File: config.mk
export PLATFORM = sky130hd
export DESIGN_NAME = id_stage_pipe_flat
export DESIGN_NICKNAME = d
export VERILOG_FILES = /design/src/rtl/id_stage_pipe_if.sv /design/src/rtl/id_stage_pipe.sv /design/src/flat_wrapper.sv
export SDC_FILE = /design/constraint.sdc
export NUM_CORES = 1
export LEC_CHECK = 0
export ABC_AREA = 1
export BUFFER_PORTS_ARGS = -buffer_cell sky130_fd_sc_hd__buf_4
export CAP_MARGIN = 20
export CORE_ASPECT_RATIO = 1.5
export CORE_MARGIN = 5
export CORE_UTILIZATION = 33
export DETAILED_ROUTE_END_ITERATION = 8
export REMOVE_ABC_BUFFERS = 1
export SYNTH_ARGS = -nofsm -noshare
export SYNTH_HDL_FRONTEND = slang
export SYNTH_SLANG_ARGS = --single-unit
File: constraint.sdc
create_clock -name clk -period 2.7 [get_ports clk]
set_clock_uncertainty 0.1 [all_clocks]
set_input_delay 0.54 -clock clk [delete_from_list [all_inputs] [get_ports clk]]
set_output_delay 0.54 -clock clk [all_outputs]
set_load 0.03 [all_outputs]
File: src/rtl/id_stage_pipe_if.sv
// Bundle of every ID-stage signal except clock and reset.
// Latency: none (wires only).
// Backpressure: carries in_valid/in_ready on the fetch side and out_valid/out_ready on the EX side.
//   slave  : the decode stage's view (drives in_ready, regs_addr*, out_*, stall_count)
//   master : the surrounding pipeline's view (drives inst, regfile data, EX/WB status, out_ready)
interface id_stage_pipe_if #(
    parameter int XLEN   = 32,
    parameter int REG_AW = 5,
    parameter int CNT_W  = 32
);
    logic              in_valid;
    logic              in_ready;
    logic [31:0]       inst;
    logic [XLEN-1:0]   inst_addr;
    logic              flush;
    logic [REG_AW-1:0] regs_addr1;
    logic [REG_AW-1:0] regs_addr2;
    logic [XLEN-1:0]   regs_data1;
    logic [XLEN-1:0]   regs_data2;
    logic              ex_valid;
    logic              ex_is_load;
    logic [REG_AW-1:0] ex_rd;
    logic              wb_wen;
    logic [REG_AW-1:0] wb_rd;
    logic [XLEN-1:0]   wb_data;
    logic              out_valid;
    logic              out_ready;
    logic [6:0]        out_opcode;
    logic [2:0]        out_funct3;
    logic [6:0]        out_funct7;
    logic [REG_AW-1:0] out_rd;
    logic [XLEN-1:0]   out_operand1;
    logic [XLEN-1:0]   out_operand2;
    logic [XLEN-1:0]   out_imm;
    logic [XLEN-1:0]   out_store_data;
    logic [XLEN-1:0]   out_inst_addr;
    logic              out_illegal;
    logic [CNT_W-1:0]  stall_count;

    modport slave (
        input  in_valid, inst, inst_addr, flush, regs_data1, regs_data2,
               ex_valid, ex_is_load, ex_rd, wb_wen, wb_rd, wb_data, out_ready,
        output in_ready, regs_addr1, regs_addr2, out_valid, out_opcode, out_funct3,
               out_funct7, out_rd, out_operand1, out_operand2, out_imm,
               out_store_data, out_inst_addr, out_illegal, stall_count
    );

    modport master (
        output in_valid, inst, inst_addr, flush, regs_data1, regs_data2,
               ex_valid, ex_is_load, ex_rd, wb_wen, wb_rd, wb_data, out_ready,
        input  in_ready, regs_addr1, regs_addr2, out_valid, out_opcode, out_funct3,
               out_funct7, out_rd, out_operand1, out_operand2, out_imm,
               out_store_data, out_inst_addr, out_illegal, stall_count
    );
endinterface

File: src/rtl/id_stage_pipe.sv
// RV32I decode stage: decodes inst, reads the regfile, registers operands into ID/EX.
// Latency: 1 cycle from accept (in_valid & in_ready) to out_valid.
// Backpressure: holds ID/EX while out_ready=0; load-use hazard drops in_ready and inserts bubbles.
// Ports: clk, rst (synchronous, active-high), bus (id_stage_pipe_if.slave).
// Optional: define ID_FORWARD_EN to bypass writeback data onto rs1/rs2 reads.
module id_stage_pipe #(
    parameter int XLEN   = 32,
    parameter int REG_AW = 5,
    parameter int CNT_W  = 32
) (
    input  logic           clk,
    input  logic           rst,
    id_stage_pipe_if.slave bus
);
    localparam logic [6:0] OP_R      = 7'b0110011;
    localparam logic [6:0] OP_IMM    = 7'b0010011;
    localparam logic [6:0] OP_LOAD   = 7'b0000011;
    localparam logic [6:0] OP_STORE  = 7'b0100011;
    localparam logic [6:0] OP_BRANCH = 7'b1100011;
    localparam logic [6:0] OP_JAL    = 7'b1101111;
    localparam logic [6:0] OP_JALR   = 7'b1100111;
    localparam logic [6:0] OP_LUI    = 7'b0110111;
    localparam logic [6:0] OP_AUIPC  = 7'b0010111;
    localparam logic [6:0] OP_SYSTEM = 7'b1110011;

    typedef struct packed {
        logic [6:0]        opcode;
        logic [2:0]        funct3;
        logic [6:0]        funct7;
        logic [REG_AW-1:0] rd;
        logic [XLEN-1:0]   op1;
        logic [XLEN-1:0]   op2;
        logic [XLEN-1:0]   imm;
        logic [XLEN-1:0]   store_data;
        logic [XLEN-1:0]   inst_addr;
        logic              illegal;
    } idex_t;

    logic [6:0]        opcode;
    logic [REG_AW-1:0] rs1, rs2, rd;
    logic [XLEN-1:0]   imm_i, imm_s, imm_b, imm_u, imm_j;
    logic [XLEN-1:0]   rs1_val, rs2_val;
    logic              use_rs1, use_rs2;
    logic              hazard, in_ready_int;
    idex_t             dec, idex_q;
    logic              out_valid_q;
    logic [CNT_W-1:0]  stall_q;

    assign opcode = bus.inst[6:0];
    assign rs1    = REG_AW'(bus.inst[19:15]);
    assign rs2    = REG_AW'(bus.inst[24:20]);
    assign rd     = REG_AW'(bus.inst[11:7]);

    assign imm_i = XLEN'($signed(bus.inst[31:20]));
    assign imm_s = XLEN'($signed({bus.inst[31:25], bus.inst[11:7]}));
    assign imm_b = XLEN'($signed({bus.inst[31], bus.inst[7], bus.inst[30:25], bus.inst[11:8], 1'b0}));
    assign imm_u = XLEN'($signed({bus.inst[31:12], 12'b0}));
    assign imm_j = XLEN'($signed({bus.inst[31], bus.inst[19:12], bus.inst[20], bus.inst[30:21], 1'b0}));

`ifdef ID_FORWARD_EN
    // Writeback bypass covers a regfile that is read-before-write in the same cycle.
    logic fwd1, fwd2;
    assign fwd1 = bus.wb_wen && (bus.wb_rd != '0) && (bus.wb_rd == rs1);
    assign fwd2 = bus.wb_wen && (bus.wb_rd != '0) && (bus.wb_rd == rs2);
`else
    logic fwd1, fwd2;
    logic unused_wb;
    assign fwd1      = 1'b0;
    assign fwd2      = 1'b0;
    assign unused_wb = ^{bus.wb_wen, bus.wb_rd, bus.wb_data};
`endif

    // x0 reads as zero no matter what the regfile or bypass presents.
    always_comb begin
        rs1_val = fwd1 ? bus.wb_data : bus.regs_data1;
        rs2_val = fwd2 ? bus.wb_data : bus.regs_data2;
        if (rs1 == '0) rs1_val = '0;
        if (rs2 == '0) rs2_val = '0;
    end

    always_comb begin
        dec           = '0;
        dec.opcode    = opcode;
        dec.funct3    = bus.inst[14:12];
        dec.funct7    = bus.inst[31:25];
        dec.inst_addr = bus.inst_addr;
        use_rs1       = 1'b0;
        use_rs2       = 1'b0;
        unique case (opcode)
            OP_R: begin
                use_rs1 = 1'b1; use_rs2 = 1'b1;
                dec.rd = rd; dec.op1 = rs1_val; dec.op2 = rs2_val;
            end
            OP_JALR: begin
                use_rs1 = 1'b1;
                dec.rd = rd; dec.op1 = rs1_val; dec.op2 = bus.inst_addr;
            end
            OP_IMM, OP_LOAD: begin
                use_rs1 = 1'b1;
                dec.rd = rd; dec.op1 = rs1_val; dec.op2 = imm_i;
            end
            OP_STORE: begin
                use_rs1 = 1'b1; use_rs2 = 1'b1;
                dec.op1 = rs1_val; dec.op2 = imm_s; dec.store_data = rs2_val;
            end
            OP_LUI: begin
                dec.rd = rd; dec.op2 = imm_u;
            end
            OP_AUIPC: begin
                dec.rd = rd; dec.op1 = bus.inst_addr; dec.op2 = imm_u;
            end
            OP_BRANCH: begin
                use_rs1 = 1'b1; use_rs2 = 1'b1;
                dec.op1 = rs1_val; dec.op2 = rs2_val; dec.imm = imm_b;
            end
            OP_JAL: begin
                dec.rd = rd; dec.op1 = bus.inst_addr; dec.op2 = imm_j;
            end
            OP_SYSTEM: ;
            default: dec.illegal = 1'b1;
        endcase
    end

    assign bus.regs_addr1 = use_rs1 ? rs1 : '0;
    assign bus.regs_addr2 = use_rs2 ? rs2 : '0;

    // Load in EX writing a register this inst reads: its data isn't available until after EX.
    assign hazard = bus.ex_valid && bus.ex_is_load && (bus.ex_rd != '0) &&
                    ((use_rs1 && (bus.ex_rd == rs1)) || (use_rs2 && (bus.ex_rd == rs2)));

    // Gated by flush so upstream never sees a handshake on a cycle whose inst is discarded.
    assign in_ready_int = !bus.flush && !hazard && (!out_valid_q || bus.out_ready);
    assign bus.in_ready = in_ready_int;

    always_ff @(posedge clk) begin
        if (rst) begin
            idex_q      <= '0;
            out_valid_q <= 1'b0;
            stall_q     <= '0;
        end else if (bus.flush) begin
            out_valid_q <= 1'b0;
        end else if (bus.in_valid && in_ready_int) begin
            idex_q      <= dec;
            out_valid_q <= 1'b1;
        end else if (bus.out_ready && bus.in_valid && hazard) begin
            out_valid_q <= 1'b0;
            if (stall_q != '1) stall_q <= stall_q + CNT_W'(1);
        end else if (bus.out_ready) begin
            out_valid_q <= 1'b0;
        end
    end

    assign bus.out_valid      = out_valid_q;
    assign bus.out_opcode     = idex_q.opcode;
    assign bus.out_funct3     = idex_q.funct3;
    assign bus.out_funct7     = idex_q.funct7;
    assign bus.out_rd         = idex_q.rd;
    assign bus.out_operand1   = idex_q.op1;
    assign bus.out_operand2   = idex_q.op2;
    assign bus.out_imm        = idex_q.imm;
    assign bus.out_store_data = idex_q.store_data;
    assign bus.out_inst_addr  = idex_q.inst_addr;
    assign bus.out_illegal    = idex_q.illegal;
    assign bus.stall_count    = stall_q;
endmodule

File: src/flat_wrapper.sv
// flat-port wrapper written by rule: the top's interface ports become plain ports
module id_stage_pipe_flat 
#(
    parameter int XLEN   = 32,
    parameter int REG_AW = 5,
    parameter int CNT_W  = 32
)
  (clk, rst, bus_in_valid, bus_inst, bus_inst_addr, bus_flush, bus_regs_data1, bus_regs_data2, bus_ex_valid, bus_ex_is_load, bus_ex_rd, bus_wb_wen, bus_wb_rd, bus_wb_data, bus_out_ready, bus_in_ready, bus_regs_addr1, bus_regs_addr2, bus_out_valid, bus_out_opcode, bus_out_funct3, bus_out_funct7, bus_out_rd, bus_out_operand1, bus_out_operand2, bus_out_imm, bus_out_store_data, bus_out_inst_addr, bus_out_illegal, bus_stall_count);
  id_stage_pipe_if #(.XLEN(XLEN), .REG_AW(REG_AW), .CNT_W(CNT_W)) bus_i ();
  input  logic clk;
  input  logic rst;
  input wire logic [$bits(bus_i.in_valid)-1:0] bus_in_valid;
  input wire logic [$bits(bus_i.inst)-1:0] bus_inst;
  input wire logic [$bits(bus_i.inst_addr)-1:0] bus_inst_addr;
  input wire logic [$bits(bus_i.flush)-1:0] bus_flush;
  input wire logic [$bits(bus_i.regs_data1)-1:0] bus_regs_data1;
  input wire logic [$bits(bus_i.regs_data2)-1:0] bus_regs_data2;
  input wire logic [$bits(bus_i.ex_valid)-1:0] bus_ex_valid;
  input wire logic [$bits(bus_i.ex_is_load)-1:0] bus_ex_is_load;
  input wire logic [$bits(bus_i.ex_rd)-1:0] bus_ex_rd;
  input wire logic [$bits(bus_i.wb_wen)-1:0] bus_wb_wen;
  input wire logic [$bits(bus_i.wb_rd)-1:0] bus_wb_rd;
  input wire logic [$bits(bus_i.wb_data)-1:0] bus_wb_data;
  input wire logic [$bits(bus_i.out_ready)-1:0] bus_out_ready;
  output wire logic [$bits(bus_i.in_ready)-1:0] bus_in_ready;
  output wire logic [$bits(bus_i.regs_addr1)-1:0] bus_regs_addr1;
  output wire logic [$bits(bus_i.regs_addr2)-1:0] bus_regs_addr2;
  output wire logic [$bits(bus_i.out_valid)-1:0] bus_out_valid;
  output wire logic [$bits(bus_i.out_opcode)-1:0] bus_out_opcode;
  output wire logic [$bits(bus_i.out_funct3)-1:0] bus_out_funct3;
  output wire logic [$bits(bus_i.out_funct7)-1:0] bus_out_funct7;
  output wire logic [$bits(bus_i.out_rd)-1:0] bus_out_rd;
  output wire logic [$bits(bus_i.out_operand1)-1:0] bus_out_operand1;
  output wire logic [$bits(bus_i.out_operand2)-1:0] bus_out_operand2;
  output wire logic [$bits(bus_i.out_imm)-1:0] bus_out_imm;
  output wire logic [$bits(bus_i.out_store_data)-1:0] bus_out_store_data;
  output wire logic [$bits(bus_i.out_inst_addr)-1:0] bus_out_inst_addr;
  output wire logic [$bits(bus_i.out_illegal)-1:0] bus_out_illegal;
  output wire logic [$bits(bus_i.stall_count)-1:0] bus_stall_count;
  assign bus_i.in_valid = bus_in_valid;
  assign bus_i.inst = bus_inst;
  assign bus_i.inst_addr = bus_inst_addr;
  assign bus_i.flush = bus_flush;
  assign bus_i.regs_data1 = bus_regs_data1;
  assign bus_i.regs_data2 = bus_regs_data2;
  assign bus_i.ex_valid = bus_ex_valid;
  assign bus_i.ex_is_load = bus_ex_is_load;
  assign bus_i.ex_rd = bus_ex_rd;
  assign bus_i.wb_wen = bus_wb_wen;
  assign bus_i.wb_rd = bus_wb_rd;
  assign bus_i.wb_data = bus_wb_data;
  assign bus_i.out_ready = bus_out_ready;
  assign bus_in_ready = bus_i.in_ready;
  assign bus_regs_addr1 = bus_i.regs_addr1;
  assign bus_regs_addr2 = bus_i.regs_addr2;
  assign bus_out_valid = bus_i.out_valid;
  assign bus_out_opcode = bus_i.out_opcode;
  assign bus_out_funct3 = bus_i.out_funct3;
  assign bus_out_funct7 = bus_i.out_funct7;
  assign bus_out_rd = bus_i.out_rd;
  assign bus_out_operand1 = bus_i.out_operand1;
  assign bus_out_operand2 = bus_i.out_operand2;
  assign bus_out_imm = bus_i.out_imm;
  assign bus_out_store_data = bus_i.out_store_data;
  assign bus_out_inst_addr = bus_i.out_inst_addr;
  assign bus_out_illegal = bus_i.out_illegal;
  assign bus_stall_count = bus_i.stall_count;
  id_stage_pipe #(.XLEN(XLEN), .REG_AW(REG_AW), .CNT_W(CNT_W)) u_core (.clk(clk), .rst(rst), .bus(bus_i));
endmodule
==> results.py, run 1 <==
metrics = {
    "global_route": {
        "grt.overflow.total": 0,
        "grtUsageMet3": 0.05891,
        "grt_pass1_vias": 10520,
        "grt_use_met2": 0.4322,
        "use_met1": 0.2759,
        "antenna_found_initial": 0,
        "grt.busiest_layer": "met2",
        "grt_max_degree": 122,
        "grt_pass1_wl_um": 61310,
        "grt_usage": 0.2450,
    },
    "final_layout": {
        "regArea_mm2": 0.003924,
        "area_growth_pct": 38.71,
        "multi_input_area_mm2": 0.004733,
        "final_common_cell": "nand2_1",
        "nets": 1900,
        "n_fill_cell": 3037,
        "antenna_cells": 0,
        "drive_above_1_share": 0.2705,
        "mostFrequentLayoutCells": "nand2_1 (454), buf_4 (403), dfxtp_1 (196)",
    },
    "clock_network": {
        "clkLatencyLatePin_ns": 0.45,
        "hold_buffers": 0,
        "clk_pin_slew_worst_paths_ns": 0.08,
        "post_cts_buffers": 0,
        "cts_tree": "built",
        "cts_root_buffer": "clkbuf_16",
        "h-tree-depth": 4,
        "cts_buffers": 17,
        "ctsLongestPathBuffers": 2,
        "cts_sinks": 196,
    },
    "sta": {
        "fin_crit_sh": 0.9300,
        "period_needed_ns": 2.511,
        "fmax_mhz": 398.3,
        "hold_viol": 0,
        "slew_viol_final": 0,
        "hold_slack_ns": 0.2419,
        "rsz0062_at_grt": "false",
        "tightest_slew_ns": 0.8940,
        "maxSlewHeadroom": 0.4033,
        "setup_violations": 0,
    },
    "floorplanning": {
        "rows": 76,
        "die_area_mm2": 0.03251,
        "die_y_um": 218.3,
        "die_x_um": 148.9,
        "io_pins": 405,
        "coreArea_mm2": 0.02862,
        "start_util": 0.3336,
    },
    "critical_path": {
        "cp.arrival_ns": 1.87,
        "cp-end-kind": "output pin",
        "worst-path-max-fanout": 6,
        "slowest_delay_ns": 0.23,
        "critical_path_required_ns": 2.06,
        "crit_buf_inv": 2,
        "crit_family": "simple AND/OR/NAND/NOR gates",
        "path_class": "in -> out",
        "cpMostUsedCell": "nand2_1",
        "slowest_stage": "nand2_1",
        "cp-start-kind": "primary input",
        "worstPathCellList": "buf_4 -> nand2_1 -> nor2_4 -> o21ai_1 -> nand2_1 -> nand2_1 -> nand2_2 -> nand2_2 -> nand2_1 -> nor2_1 -> buf_4",
    },
    "logic_synthesis": {
        "synthArstFlopShare": 0,
        "synth_cell_type_count": 35,
        "syn_area_mm2": 0.009549,
        "synth_area_leader_cell": "dfxtp_1",
        "avgSynthCellArea_um2": 6.835,
        "synth_warnings": 0,
        "synth_area_leaders": "dfxtp_1 (41%), nand2_1 (18%), a21oi_1 (9.5%)",
        "synthFlopType": "dfxtp_1",
        "ys_ff_latch": 196,
        "synth_edf_count": 0,
        "netlist.area_leader.share": 0.4109,
        "ys_seq_area_frac": 0.4109,
        "syn_inst": 1397,
    },
    "detailed_routing": {
        "wl_um": 40780,
        "drtAntennaViolNets": 0,
        "drc": 0,
        "dr.pass1.iters": 5,
        "drt_iter0_markers": 700,
        "dr_total_vias": 10760,
        "wl_per_cell_um": 19.20,
        "vias_per_cell": 5.065,
    },
    "pwr": {
        "leakage_uw": 0.005601,
        "power_density_mw_per_mm2": 472.7,
        "vdd_drop_max_uv": 487.0,
        "p_total_uw": 6261,
    },
    "placement": {
        "globalplace.congestion": 0.9490,
        "portBuffers": 365,
        "dp_hpwl_um": 30210,
    },
    "run": {
        "max_cap_violations": 0,
    },
    "status": {
        "outcome": "completed",
    },
    "worst_hold_path": {
        "hold_path_class": "in -> reg",
    },
}
## tightest hold or removal path: stages
cell	delay (ns)
buf_4	0.11
nand2_1	0.05
a21oi_1	0.05
## registers in the layout, summed over array words and instances, names as in the netlist
name,cells
u_core.bus.out_illegal,1
u_core.bus.stall_count,32
u_core.bus.out_store_data,32
u_core.bus.out_inst_addr,32
u_core.bus.out_funct3,3
u_core.bus.out_funct7,7
u_core.bus.out_operand1,32
u_core.bus.out_valid,1
u_core.bus.out_operand2,32
u_core.bus.out_rd,5
u_core.bus.out_opcode,7
u_core.bus.out_imm,12
## cell type report
cell class | count | area share
clock buffer | 18 | 0.03240
clock inverter | 14 | 0.009446
inverter | 78 | 0.02248
multi-input combinational | 1013 | 0.3574
sequential | 196 | 0.2962
tap | 390 | 0.03684
timing repair buffer | 415 | 0.2452
## metrics by stage
step           worst slack (ns)  setup TNS, ns  std cells  cell area (um^2)    util
3_5_place_dp            0.05225              0       2092             12690  0.4433
4_1_cts                  0.1293              0       2124             13240  0.4626
2_1_floorplan            -3.511        -660.71       1287              8921       -
6_report                 0.1890              0       2124             13250  0.4628
5_1_grt                 0.03036              0       2124             13250  0.4628
3_3_place_gp            0.09478              0       2092             12690  0.4433
## cells in the mapped netlist (3+ instances only)
cell and count:
inv_2 7, clkbuf_1 47, o21ai_0 32, buf_2 22
buf_6 12, nand3_2 3, inv_1 70, xor2_1 7
nand3_1 88, xnor2_1 4, o2111ai_1 7, buf_4 26
a21oi_1 182, dfxtp_1 196, nand2_2 5, o211ai_1 5
buf_1 3, nand4_1 74, nor3_1 15, nor2_2 3
a32o_1 19, nor2_1 101, nand2_1 454
## where the power goes
group / internal (uW) / total, uW / leakage, uW / switching (uW)
registers: 2940 / 2960 / 0.00159 / 26.4
clock network: 1280 / 2510 / 0.000268 / 1230
logic: 301 / 791 / 0.00375 / 490
## what timing repair did
item,in CTS,in global routing
setup endpoints to repair,0,3
resized for setup,0,1
endpoints found under the hold margin,0,0
## cells by family (layout without fill, tap and decap cells)
| group | after synthesis | after routing | share of synthesized area |
|---|---|---|---|
| other | 1 | 1 | 0.0003927 |
| AND/OR/NAND/NOR | 748 | 748 | 0.3336 |
| buffers and inverters | 188 | 525 | 0.09644 |
| AO/OA/AOI/OAI | 252 | 252 | 0.1473 |
| adder cells (fa/ha/maj) | 1 | 1 | 0.001310 |
| flip-flops | 196 | 196 | 0.4109 |
| XOR/XNOR | 11 | 11 | 0.01009 |
## layer usage
layer  part of all wire  vias to the layer above
met5                  0                        -
met4              0.041                        0
met3              0.074                       75
met2               0.51                      427
met1               0.37                     4991
li1                   -                     5266
## path summary, 6_finish.rpt
check                                         startpoint                                      to  slack, ns  cells after the start
setup / recovery                             bus_inst[1]                            bus_in_ready       0.19                     11
hold / removal                               bus_inst[0]   u_core.bus.out_opcode[0]$_SDFFE_PP0P_       0.24                      3
setup reg to reg  u_core.bus.stall_count[6]$_SDFFE_PP0P_  u_core.bus.stall_count[1]$_SDFFE_PP0P_       0.34                     12
hold reg to reg    u_core.bus.out_funct7[0]$_SDFFE_PP0P_   u_core.bus.out_funct7[0]$_SDFFE_PP0P_       0.37                      2
(Power assumes the default switching activity.)
==> run 2: changes to the inputs <==
- clock period: 2.7 -> 2.5 ns (I/O delays scaled with it)
==> results.py, run 2 (synthesis gave the netlist of run 1 again) <==
metrics = {
    "pwr": {
        "p_total_uw": 7104,
        "leakage_uw": 0.005724,
        "vdd_drop_max_uv": 496.0,
        "power_density_mw_per_mm2": 526.8,
    },
    "clock_network": {
        "cts_tree": "built",
        "hold_buffers": 0,
        "cts_root_buffer": "clkbuf_16",
        "clk_pin_slew_worst_paths_ns": 0.08,
        "cts-resized-gates": 0,
        "ctsLongestPathBuffers": 2,
        "post_cts_buffers": 0,
        "cts_buffers": 17,
        "cts_sinks": 196,
        "h-tree-depth": 4,
        "clkLatencyLatePin_ns": 0.45,
    },
    "detailed_routing": {
        "wl_per_cell_um": 19.08,
        "drc": 0,
        "dr_total_vias": 10900,
        "wl_um": 40860,
        "dr.pass1.iters": 5,
        "drt_iter0_markers": 682,
        "vias_per_cell": 5.093,
        "drtAntennaViolNets": 0,
    },
    "critical_path": {
        "cp-start-kind": "primary input",
        "path_class": "in -> out",
        "slowest_stage": "nor2_4",
        "slowest_delay_ns": 0.17,
        "critical_path_required_ns": 1.90,
        "worst-path-max-fanout": 6,
        "cp-end-kind": "output pin",
        "worstPathCellList": "buf_4 -> inv_2 -> nand2_2 -> nor2_4 -> nand2_1 -> nand3_2 -> nand2_1 -> nand2_2 -> nand2_2 -> nand2_1 -> nor2_1 -> buf_4",
        "cp.arrival_ns": 1.77,
    },
    "sta": {
        "fmax_mhz": 421.7,
        "tightest_slew_ns": 0.8447,
        "maxSlewHeadroom": 0.4369,
        "period_needed_ns": 2.371,
        "fin_crit_sh": 0.9485,
        "setup_violations": 0,
        "hold_viol": 0,
        "slew_viol_final": 0,
        "rsz0062_at_grt": "false",
    },
    "placement": {
        "portBuffers": 365,
        "dp_hpwl_um": 30310,
        "placed_cell_area_mm2": 0.01283,
        "globalplace.congestion": 0.9574,
    },
    "floorplanning": {
        "die_y_um": 218.3,
        "rows": 76,
        "die_x_um": 148.9,
        "coreArea_mm2": 0.02862,
        "die_area_mm2": 0.03251,
        "io_pins": 405,
        "start_util": 0.3336,
    },
    "final_layout": {
        "final_area_mm2": 0.01349,
        "n_fill_cell": 2978,
        "mostFrequentLayoutCells": "nand2_1 (451), buf_4 (418), dfxtp_1 (196)",
        "drive_above_1_share": 0.2800,
        "area_growth_pct": 41.22,
        "nets": 1916,
        "final_common_cell": "nand2_1",
    },
    "global_route": {
        "grt_pass1_wl_um": 61300,
        "grt_pass1_vias": 10450,
        "grt_usage": 0.2442,
        "antenna_found_initial": 0,
        "grt.overflow.total": 0,
        "grt_max_degree": 173,
    },
    "run": {
        "max_cap_violations": 0,
    },
    "status": {
        "outcome": "completed",
    },
    "worst_hold_path": {
        "hold_path_class": "in -> reg",
    },
}
-- run 2: worst max-delay path, delay by kind of cell --
kind | cells | cell delay (ns)
and+or+nand+nor | 9 | 0.89
buffers and inverters | 3 | 0.38
-- run 2: power by group --
| group | total [uW] | internal [uW] | leakage (uW) | switching [uW] |
|---|---|---|---|---|
| Combinational | 872 | 337 | 0.00383 | 535 |
| Clock | 3040 | 1720 | 0.000304 | 1320 |
| Sequential | 3200 | 3170 | 0.00159 | 27.2 |
| Total | 7100 | 5220 | 0.00572 | 1880 |
-- run 2: final cells by class --
cell class / instances / area (um^2) / area share
flip-flops and latches: 196 / 3924 / 0.2910
repair buffers: 431 / 3390 / 0.2513
clock buffers: 18 / 439.2 / 0.03257
multi-input cells: 1013 / 4745 / 0.3518
well taps: 390 / 488.0 / 0.03618
clock inverters: 14 / 200.2 / 0.01485
diodes: 1 / 2.502 / 0.0001856
inverters: 78 / 297.8 / 0.02208
-- run 2: path summary, 6_finish.rpt --
check | start | depth (start not counted) | endpoint | slack, ns
worst max-delay path | bus_inst[3] | 12 | bus_in_ready | 0.13
worst min-delay path | bus_inst_addr[10] | 3 | u_core.bus.out_inst_addr[10]$_SDFFE_PP0P_ | 0.21
worst max register to register | u_core.bus.stall_count[0]$_SDFFE_PP0P_ | 12 | u_core.bus.stall_count[27]$_SDFFE_PP0P_ | 0.29
worst min register to register | u_core.bus.out_operand2[23]$_SDFFE_PP0P_ | 2 | u_core.bus.out_operand2[23]$_SDFFE_PP0P_ | 0.37
-- run 2: per-layer routing --
| layer | part of all wire | wire length [um] | global-route usage |
|---|---|---|---|
| met1 | 0.38 | 15430 | 0.2808 |
| met2 | 0.51 | 20710 | 0.4235 |
| met3 | 0.077 | 3148 | 0.06472 |
| met4 | 0.038 | 1573 | 0.1069 |
| met5 | 0 | 0 | 0 |
-- run 2: per-stage QoR --
step	TNS [ns]	cells	util	hold WS, ns	setup WS [ns]
6_report	0	2141	0.4711	0.2074	0.1287
5_1_grt	0	2140	0.4711	0.1971	0.0005820
4_1_cts	0	2140	0.4707	0.1756	0.07925
3_5_place_dp	-0.2993	2108	0.4483	0.3558	-0.03183
3_3_place_gp	0	2108	0.4483	0.3503	0.01535
2_1_floorplan	-695.39	1287	-	0.4691	-3.671
